===== config.mk =====
export PLATFORM = sky130hd
export DESIGN_NAME = game_state_ctl
export DESIGN_NICKNAME = d
export VERILOG_FILES = /design/src/rtl/game_state_ctl.sv
export SDC_FILE = /design/constraint.sdc
export NUM_CORES = 1
export LEC_CHECK = 0
export CAP_MARGIN = 10
export CORE_UTILIZATION = 45
export DETAILED_ROUTE_END_ITERATION = 6
export PLACE_DENSITY = 0.68
export SYNTH_ARGS = -nofsm -noshare
export SYNTH_HDL_FRONTEND = slang
export SYNTH_SLANG_ARGS = --single-unit

===== constraint.sdc =====
create_clock -name clk_40 -period 2.4 [get_ports clk_40]
set_clock_uncertainty 0.15 [all_clocks]
set_input_delay 0.48 -clock clk_40 [delete_from_list [all_inputs] [get_ports clk_40]]
set_output_delay 0.48 -clock clk_40 [all_outputs]
set_load 0.01 [all_outputs]

===== src/rtl/game_state_ctl.sv =====
// Screen sequencer START -> LEVEL_1 -> FINISH, switching only on frame boundaries.
// Optional LEVEL_1 timeout enabled by defining GAME_TIMEOUT_EN.
package game_state_pkg;
    typedef enum logic [1:0] {
        START   = 2'd0,
        LEVEL_1 = 2'd1,
        FINISH  = 2'd2
    } g_state;
endpackage

module game_state_ctl
    import game_state_pkg::*;
#(
    parameter int unsigned FINISH_FRAMES = 180,
    parameter int unsigned LEVEL_FRAMES  = 3600
) (
    input  logic   clk_40,
    input  logic   rst_n,
    input  logic   vblnk,
    input  logic   mouse_left,
    input  logic   p1_at_exit,
    input  logic   p2_at_exit,
    output g_state game_state,
    output logic   level_init,
    output logic   won
);

    localparam int unsigned MAX_FRAMES = (FINISH_FRAMES > LEVEL_FRAMES) ? FINISH_FRAMES : LEVEL_FRAMES;
    localparam int unsigned CNT_W      = (MAX_FRAMES > 2) ? $clog2(MAX_FRAMES) : 1;
    localparam logic [CNT_W-1:0] FIN_LAST = CNT_W'(FINISH_FRAMES - 1);
`ifdef GAME_TIMEOUT_EN
    localparam logic [CNT_W-1:0] LVL_LAST = CNT_W'(LEVEL_FRAMES - 1);
`endif

    logic             vblnk_q;
    logic             mouse_q;
    logic             armed;
    logic             frame_tick;
    logic             click;
    logic             click_pend;
    logic             pend_nxt;
    logic [CNT_W-1:0] cnt;
    logic [CNT_W-1:0] cnt_nxt;
    logic [CNT_W-1:0] cnt_inc;
    g_state           state_nxt;
    logic             init_nxt;
    logic             won_nxt;

    // armed blocks a level already high at reset release from looking like an edge
    assign frame_tick = armed & vblnk & ~vblnk_q;
    assign click      = armed & mouse_left & ~mouse_q;
    assign cnt_inc    = (cnt == '1) ? cnt : cnt + CNT_W'(1);

    always_ff @(posedge clk_40 or negedge rst_n) begin
        if (!rst_n) begin
            game_state <= START;
            level_init <= 1'b0;
            won        <= 1'b0;
            cnt        <= '0;
            click_pend <= 1'b0;
            vblnk_q    <= 1'b0;
            mouse_q    <= 1'b0;
            armed      <= 1'b0;
        end else begin
            game_state <= state_nxt;
            level_init <= init_nxt;
            won        <= won_nxt;
            cnt        <= cnt_nxt;
            click_pend <= pend_nxt;
            vblnk_q    <= vblnk;
            mouse_q    <= mouse_left;
            armed      <= 1'b1;
        end
    end

    always_comb begin
        state_nxt = game_state;
        init_nxt  = 1'b0;
        won_nxt   = won;
        cnt_nxt   = cnt;
        pend_nxt  = click_pend;

        case (game_state)
            START: begin
                if (frame_tick && click_pend) begin
                    state_nxt = LEVEL_1;
                    init_nxt  = 1'b1;
                    won_nxt   = 1'b0;
                end
            end
            LEVEL_1: begin
                if (frame_tick) begin
                    if (p1_at_exit && p2_at_exit) begin
                        state_nxt = FINISH;
                        won_nxt   = 1'b1;
                    end
`ifdef GAME_TIMEOUT_EN
                    else if (cnt == LVL_LAST) begin
                        state_nxt = FINISH;
                        won_nxt   = 1'b0;
                    end else begin
                        cnt_nxt = cnt_inc;
                    end
`endif
                end
            end
            FINISH: begin
                if (frame_tick) begin
                    if (cnt == FIN_LAST || click_pend) begin
                        state_nxt = START;
                    end else begin
                        cnt_nxt = cnt_inc;
                    end
                end
            end
            default: state_nxt = START;
        endcase

        if (state_nxt != game_state) begin
            cnt_nxt = '0;
        end

        // a click coinciding with a tick or screen change survives for the next tick
        if (game_state == LEVEL_1 || state_nxt == LEVEL_1) begin
            pend_nxt = 1'b0;
        end else if (click) begin
            pend_nxt = 1'b1;
        end else if (frame_tick || state_nxt != game_state) begin
            pend_nxt = 1'b0;
        end
    end

endmodule


Yosys cells after proc, flatten, opt, wreduce, memory -nomap -nowiden
Cells that the tools add are included.
- flip-flop bits (word level): 20
- bits in latches: 0
- bits in writable memories: 0
- bits in read-only memories: 0
- bits of input ports: 6
- output and inout port bits: 4
- memories: 0
- add/sub/neg operators: 1
- $mul: 0
- div/mod/pow operators: 0
- order comparisons: 0
- eq/ne operators: 11
- shifts and indexed selects: 0
- multiplexer cells: 20
- bitwise logic cells: 6
- reductions and logical operators: 12
- operators with widths (operator ; count):
    12-bit 2-to-1 mux ; 5
    12-bit by 1-bit adder with 12-bit output, second input constant ; 1
    12-bit equality test, second input constant ; 1
    12-bit by 8-bit equality test with 1-bit output, second input constant ; 1
    2-bit 2-to-1 mux ; 5
    1-bit 2-to-1 mux ; 8
    4-bit AND reduction ; 2
    2-bit != test, second input constant ; 3
    2-bit case mux with 3 select lines ; 1
    2-bit nonzero test ; 3
    1-bit AND ; 4
    2-bit by 1-bit equality test with 1-bit output, second input constant ; 2
    2-bit by 1-bit != test with 1-bit output, second input constant ; 2
    1-bit logical OR ; 3
    3-bit nonzero test ; 1
    2-bit equality test, second input constant ; 1
    1-bit logical AND ; 2
    2-bit zero test ; 1
    2-bit != test ; 1
    1-bit NOT ; 2
    1-bit case mux with 2 select lines ; 1

Depth between registers and ports, before layout
Gate-level depths: netlist of run 1.
- word-level depth: 10
- mapped depth: 6
- depth with buffers taken out: 5

Worst setup path after synthesis of run 1
No wires, ideal clock.
- path type: flip-flop to flip-flop
- start: register game_state[1]
- end: register cnt[8]
- library setup time: 0.081 ns
- data arrival time: 1.914 ns
- required time: 2.169 ns
- slack: 0.255 ns
- stages on the path, launching flop included: 7
- clock period less this slack: 2.145 ns
- cells stage by stage: dfrtp_1 > buf_4 > or3b_1 > a311o_1 > buf_6 > or4_1 > a21oi_1
- cells in the longest elaborated chain, start to end: 6
- elaborated cells on any way between the ends: 16
- classes of those cells: 5 x eq/ne; 7 x mux; 4 x reduce/logical
- ends and longest elaborated chain (item ; RTL line ; source):
    start: declaration ; 23 ; output g_state game_state,
    start signal: assignment ; 65 ; game_state <= state_nxt;
    2-bit 2-to-1 mux (on tied branches) ; 109, 93 ;
    2-bit 2-to-1 mux (on tied branches) ; 108, 92 ;
    2-bit case mux with 3 select lines ; 83 ; case (game_state)
    2-bit != test ; 119 ; if (state_nxt != game_state) begin
    2-bit by 1-bit != test with 1-bit output (no line) / 2-bit nonzero test (equally long branches) ; n/a ;
    4-bit AND reduction (no line) ; n/a ;
    end signal: assignment ; 68 ; cnt <= cnt_nxt;
    end: declaration ; 42 ; logic [CNT_W-1:0] cnt;
Several ways; a longest one is shown, not always the timed one.
A chain may end at the register's enable or synchronous reset.

Worst setup path after layout of run 1
- start: register cnt[0]
- end: register cnt[8]
- cells in the longest elaborated chain, start to end: 8
- elaborated cells on any way between the ends: 18
- classes of those cells: 1 x add/sub; 5 x eq/ne; 8 x mux; 4 x reduce/logical
- ends and longest elaborated chain (item ; RTL line ; source):
    12-bit by 8-bit equality test with 1-bit output ; 109 ; if (cnt == FIN_LAST || click_pend) begin
    1-bit logical OR ; 109 ;
    2-bit 2-to-1 mux ; 109 ;
    2-bit 2-to-1 mux ; 108 ; if (frame_tick) begin
    2-bit case mux with 3 select lines ; 83 ;
    2-bit != test ; 119 ;
    2-bit by 1-bit != test with 1-bit output (no line) / 2-bit nonzero test (equally long branches) ; n/a ;
    4-bit AND reduction (no line) ; n/a ;
Several ways; a longest one is shown, not always the timed one. The select of a mux whose other input is x is not followed.

==> results of run 1 <==
## final cells by class
class                           instances  share of cell area [%]
Sequential cell                        20                    36.9
Multi-Input combinational cell         87                    41.0
Timing Repair Buffer                   25                    15.5
Tap cell                               28                    2.58
Clock buffer                            4                    2.67
Inverter                                5                    1.38
## cell usage after synthesis
master / count
or3_1: 1
and2_1: 1
nor4_1: 3
o21a_1: 1
o31ai_1: 6
o2bb2ai_1: 1
nor4b_1: 2
buf_6: 1
a311o_1: 1
a21oi_1: 9
conb_1: 1
inv_1: 5
o211ai_1: 7
o21ai_0: 5
nand3b_1: 1
nor3_1: 3
nand2_1: 11
and3_1: 2
nand3_1: 2
nor4_2: 1
buf_2: 2
o41ai_1: 1
mux2i_1: 4
buf_4: 1
nor2_1: 4
nor2b_1: 1
nand4_1: 4
a31oi_1: 1
a41oi_1: 1
or3b_1: 1
or4_1: 7
o21ai_1: 2
and3b_1: 1
clkbuf_1: 2
a22oi_1: 1
ha_1: 1
dfrtp_1: 20
## registers in the layout, indices dropped and copies added (netlist names)
register and count:
level_init 1, click_pend 1, armed 1, mouse_q 1, won 1, vblnk_q 1
cnt 12, game_state 2
## power groups by stage
stage,combinational (W),sequential (W),clock [W]
floorplan,0.000110,0.000413,0
global placement,0.000240,0.000401,0
detailed placement,0.000245,0.000402,0
CTS,0.000246,0.000396,0.000205
global route,0.000273,0.000401,0.000218
finish,0.000244,0.000396,0.000201
## worst max path at each step
stage | slack [ns] | cells after the start | end
finish | 0.13 | 5 | cnt[8]
CTS | 0.09 | 5 | cnt[8]
global placement | -0.003 | 5 | cnt[3]
detailed placement | -0.09 | 5 | cnt[8]
floorplan | 0.26 | 6 | cnt[8]
global route | 0.01 | 5 | cnt[8]
## through the flow
stage | worst slack, ns | setup TNS [ns]
after detailed placement | -0.0897 | -0.473
after global placement | -0.00321 | -0.00321
after CTS | 0.0885 | 0
after floorplan | 0.255 | 0
final | 0.126 | 0
after global routing | 0.0102 | 0
## metal layers
| metal | vias up | share of wire (%) |
|---|---|---|
| met4 | 0 | 1.6 |
| met1 | 487 | 49 |
| met3 | 7 | 4.3 |
| met5 | - | 0 |
| li1 | 504 | - |
| met2 | 26 | 45 |
## cells by family (layout without fill, tap and decap cells)
kind of cell	Yosys count	count (layout)	share of synthesized area [%]
muxes	4	4	3.60
adders and majority gates	1	1	1.13
and+or+nand+nor	45	45	23.8
buffers and inverters	11	34	4.96
other	1	1	0.338
DFF	20	20	45.0
AOI/OAI and AO/OA	36	36	21.2
==> reports/summary.txt, run 1 <==
WL final = 2530 um
wire length per cell = 15.0 um
Critical Path Source = cnt[0]
area of the multi-input gates = 557 um^2
outcome = complete, no violations
Seq/Total Area, Yosys = 45.0%
core area = 0.00228 mm^2
Worst Setup Start Kind = flop
post-synth top area share = 45.0%
Syn Nets = 125
port bufs = 9
Fmax = 440 MHz
number of DRC markers in iteration 0 = 36
Overall Power = 0.000841 W
post-route non-filler standard cell count = 169
power per standard cell area = 620 mW/mm^2
die span in y = 51.7 um
DP Area = 0.00132 mm^2
CP max-delay cell = a311o_2
Mapped Area = 0.00111 mm^2
final setup fails = 0
cts repair resizes = 0
first-pass GRT wire length = 4460 um
CTS Buf Count = 3
share of layout cells above drive strength 1 = 15.6%
worst r2r src = cnt[0]
Buf/Inv on CP = 0
Internal = 0.000585 W
filler instances = 204
clock sinks = 20
busiest grt layer = met2
final standard cell area without fillers = 0.00136 mm^2
most frequent cells in the layout = dfrtp_1, buf_4, nand2_1
commonest non-fill, non-tap cell in the layout = dfrtp_1
data arrival time of the worst path = 2.36 ns
yosys warns = 0
final antenna-violating net count = 0
utilization after layout = 59.6%
Net Sw Power = 0.000256 W
Synth Register Bits = 20
post-route DRC violation count = 0
CP Capture Type = flop
GP Congestion = 0.843
Post-CTS Setup Inserts = 0
Placed Cells incl. Taps = 165
largest net degree at the start of global routing = 21
CP Class = reg -> reg
period utilization = 94.7%
Final Critical Period = 2.27 ns
Combinational Power Share = 29.0%
CP top delay family = simple AND/OR/NAND/NOR gates
vias per inst = 6.06
Initial Utilization = 48.8%
unrepaired setup endpoints after global routing = false
Static Leakage = 0.528 nW
Slew Limit Fails = 0
leading area contributor after synthesis = dfrtp_1
vias in the first global route = 997
die footprint = 0.00267 mm^2
HP Class = in -> async
global route total overflow = 0
R2R Setup Slk = 0.13 ns
Initial DRT Pass Iterations = 4
syn avg cell area = 9.42 um^2
Top Ports = 10
H-tree depth = 1
Worst Path Required = 2.49 ns
CTS clk-pin slew, worst paths = 0.12 ns
Yosys cell types = 37
root buffer cell = clkbuf_4
CP max FO = 15
Max-Cap Viols = 0
final number of hold-violating endpoints = 0
GRT Overall Usage = 22.7%
crit-path max cell delay = 0.51 ns
CTS Buffer Depth = 2
worst reg2reg endpoint = cnt[8]
Cell Chain, Critical Path = ha_1 > and3_1 > a311o_2 > or4_1 > a21oi_1
Mapped Cells = 118
met1 usage = 30.0%
DP HPWL = 1790 um
Die Span X = 51.7 um
clock power share = 23.9%
Max IR drop VDD = 437 uV
cts hold-fix bufs = 0
Core Rows = 17
synth top area cells = dfrtp_1, o211ai_1, or4_1, a21oi_1, o31ai_1
Worst Reg-to-Reg Cells = 5
Hold Worst Slack = 0.342 ns
n_diodes = 0
FF/Latch Area = 500 um^2
M3 GR Usage = 4.09%
Global Route met2 Usage = 37.0%
routed via count = 1024
Layout area overhead = 22.2%
Final #Nets = 149
Switching Fraction = 30.5%
CTS tree = yes
initial antenna violation count = 0
worst-skew pair later-pin latency = 0.30 ns
Seq pwr share = 47.1%
Power figures use the tool's default switching activity.
==> inputs of run 2 (changes only) <==
==> constraint.sdc (replaced) <==
create_clock -name clk_40 -period 2.5 [get_ports clk_40]
set_clock_uncertainty 0.15 [all_clocks]
set_input_delay 0.5 -clock clk_40 [delete_from_list [all_inputs] [get_ports clk_40]]
set_output_delay 0.5 -clock clk_40 [all_outputs]
set_load 0.01 [all_outputs]
==> run 2 against run 1 <==
  * Sequential share of layout area rose by 0.87 points
  * Clock power down 5%
  * Fmax fell by 3.4%
  * Via count fell by 1.4%
  * Final area fell by 2.3%
  * Die area stayed put
  * First-iteration DRC count is 14% lower
  * Register-to-register slack improved by 0.02 ns
  * Critical path depth unchanged
  * Worst hold slack better by 0.023 ns
  * Flip-flop and latch count unchanged
==> reports/summary.txt, run 2 (synthesis gave the netlist of run 1 again) <==
Final #Nets = 145 (-2.7%)
global route total overflow = 0 (unchanged)
final number of hold-violating endpoints = 0 (unchanged)
Slew Limit Fails = 0 (unchanged)
post-route DRC violation count = 0 (unchanged)
commonest non-fill, non-tap cell in the layout = dfrtp_1
GRT Overall Usage = 22.7% (about the same)
root buffer cell = clkbuf_4
Combinational Power Share = 27.4% (-1.6 points)
CP Class = reg -> reg
DP Area = 0.00129 mm^2 (-2.3%)
Critical Path Source = cnt[0]
die span in y = 51.7 um (unchanged)
H-tree depth = 1 (unchanged)
cts repair resizes = 0 (unchanged)
Post-CTS Setup Inserts = 0 (unchanged)
WL final = 2540 um (+0.32%)
Worst Setup Start Kind = flop
dpl ws = -0.0239 ns (+0.0658 ns)
filler instances = 210 (+2.9%)
power per standard cell area = 601 mW/mm^2 (-3.1%)
unrepaired setup endpoints after global routing = false
number of DRC markers in iteration 0 = 31 (-14%)
wire length per cell = 15.4 um (+2.7%)
clock sinks = 20 (unchanged)
Largest register FFs = 12 (unchanged)
final standard cell area without fillers = 0.00133 mm^2 (-2.3%)
clock power share = 24.0% (about the same)
CTS tree = yes
Placed Cells incl. Taps = 161 (-2.4%)
Internal = 0.000552 W (-5.7%)
Max IR drop VDD = 470 uV (+7.7%)
HP Class = in -> async
Switching Fraction = 30.7% (+0.25 points)
Max-Cap Viols = 0 (unchanged)
core area = 0.00228 mm^2 (unchanged)
die footprint = 0.00267 mm^2 (unchanged)
Initial DRT Pass Iterations = 5 (+1)
CTS clk-pin slew, worst paths = 0.11 ns (about the same)
Static Leakage = 0.507 nW (-3.9%)
worst r2r src = cnt[0]
first-pass GRT wire length = 4500 um (+0.76%)
Final Critical Period = 2.35 ns (+0.0792 ns)
Worst Setup Slack, final = 0.147 ns (+0.0208 ns)
CP Capture Type = flop
CTS Buffer Depth = 2 (unchanged)
GP Congestion = 0.815 (-3.3%)
share of layout cells above drive strength 1 = 12.4% (-3.2 points)
Largest regs = cnt (12), game_state (2)
data arrival time of the worst path = 2.44 ns (+0.08 ns)
Net Sw Power = 0.000245 W (-4.6%)
most frequent cells in the layout = dfrtp_1, buf_4, nand2_1
Initial Utilization = 48.8% (unchanged)
n_diodes = 0 (unchanged)
final antenna-violating net count = 0 (unchanged)
final setup fails = 0 (unchanged)
Die Span X = 51.7 um (unchanged)
vias per inst = 6.12 (+1.0%)
period utilization = 94.1% (-0.62 points)
post-route non-filler standard cell count = 165 (-2.4%)
outcome = complete, no violations
vias in the first global route = 965 (-3.2%)
Least-Margin Pin Slew = 0.570 ns
Core Rows = 17 (unchanged)
DP HPWL = 1820 um (+1.8%)
largest net degree at the start of global routing = 21 (unchanged)
Hold Worst Slack = 0.365 ns (+0.0234 ns)
Fmax = 425 MHz (-3.4%)
Seq pwr share = 48.6% (+1.5 points)
max_slew headroom = 62.0%
routed via count = 1010 (-1.4%)
Largest Register = cnt
port bufs = 9 (unchanged)
Layout area overhead = 19.4%
initial antenna violation count = 0 (unchanged)
Top Ports = 10 (unchanged)
setup TNS = 0 ns (unchanged)
cts hold-fix bufs = 0 (unchanged)
Worst Path Required = 2.58 ns (+0.09 ns)
CTS Buf Count = 3 (unchanged)
CP max FO = 17 (+2)
worst-skew pair later-pin latency = 0.30 ns (about the same)
-- run 2: worst max-delay path, cell delays in order (launching register included) --
cell and delay, ns:
dfrtp_1 0.45, ha_1 0.27, and3_1 0.18, a311o_1 0.55, nor4_1 0.46, mux2i_1 0.24
-- run 2: path summary, 6_finish.rpt --
path	cells past startpoint	slack [ns]	endpoint
max	5	0.15	cnt[7]
min in group clk_40	2	0.38	won
max in group asynchronous	2	1.63	cnt[2]
min reg2reg	2	0.38	won
max reg2reg	5	0.15	cnt[7]
min	2	0.36	game_state[0]
-- run 2: through the flow --
stage                     util [%]  power [W]
after floorplan                  -   0.000502
after global placement        56.7   0.000605
after detailed placement      56.7   0.000611
after CTS                     58.3   0.000805
after global routing          58.3   0.000846
final                         58.3   0.000796
-- run 2: layer usage --
metal	track usage, %	vias up	wire length (um)
li1	-	494	-
met1	33.5	488	1280
met2	34.0	23	1160
met3	2.92	5	80
met4	8.11	0	25
met5	0	-	0
-- run 2: power by group through the flow --
stage	Sequential, W	Combinational (W)	Clock, W
after floorplan	0.000396	0.000105	0
after global placement	0.000393	0.000211	0
after detailed placement	0.000393	0.000218	0
after CTS	0.000387	0.000218	0.000200
after global routing	0.000395	0.000244	0.000207
final	0.000387	0.000218	0.000191
-- run 2: cell type report --
cell class / count / area, um^2 / area share [%]
repair buffers: 21 / 180 / 13.6
flip-flops and latches: 20 / 500 / 37.7
clock buffers: 4 / 36.3 / 2.74
inverters: 5 / 18.8 / 1.42
multi-input cells: 87 / 556 / 41.9
well taps: 28 / 35.0 / 2.64
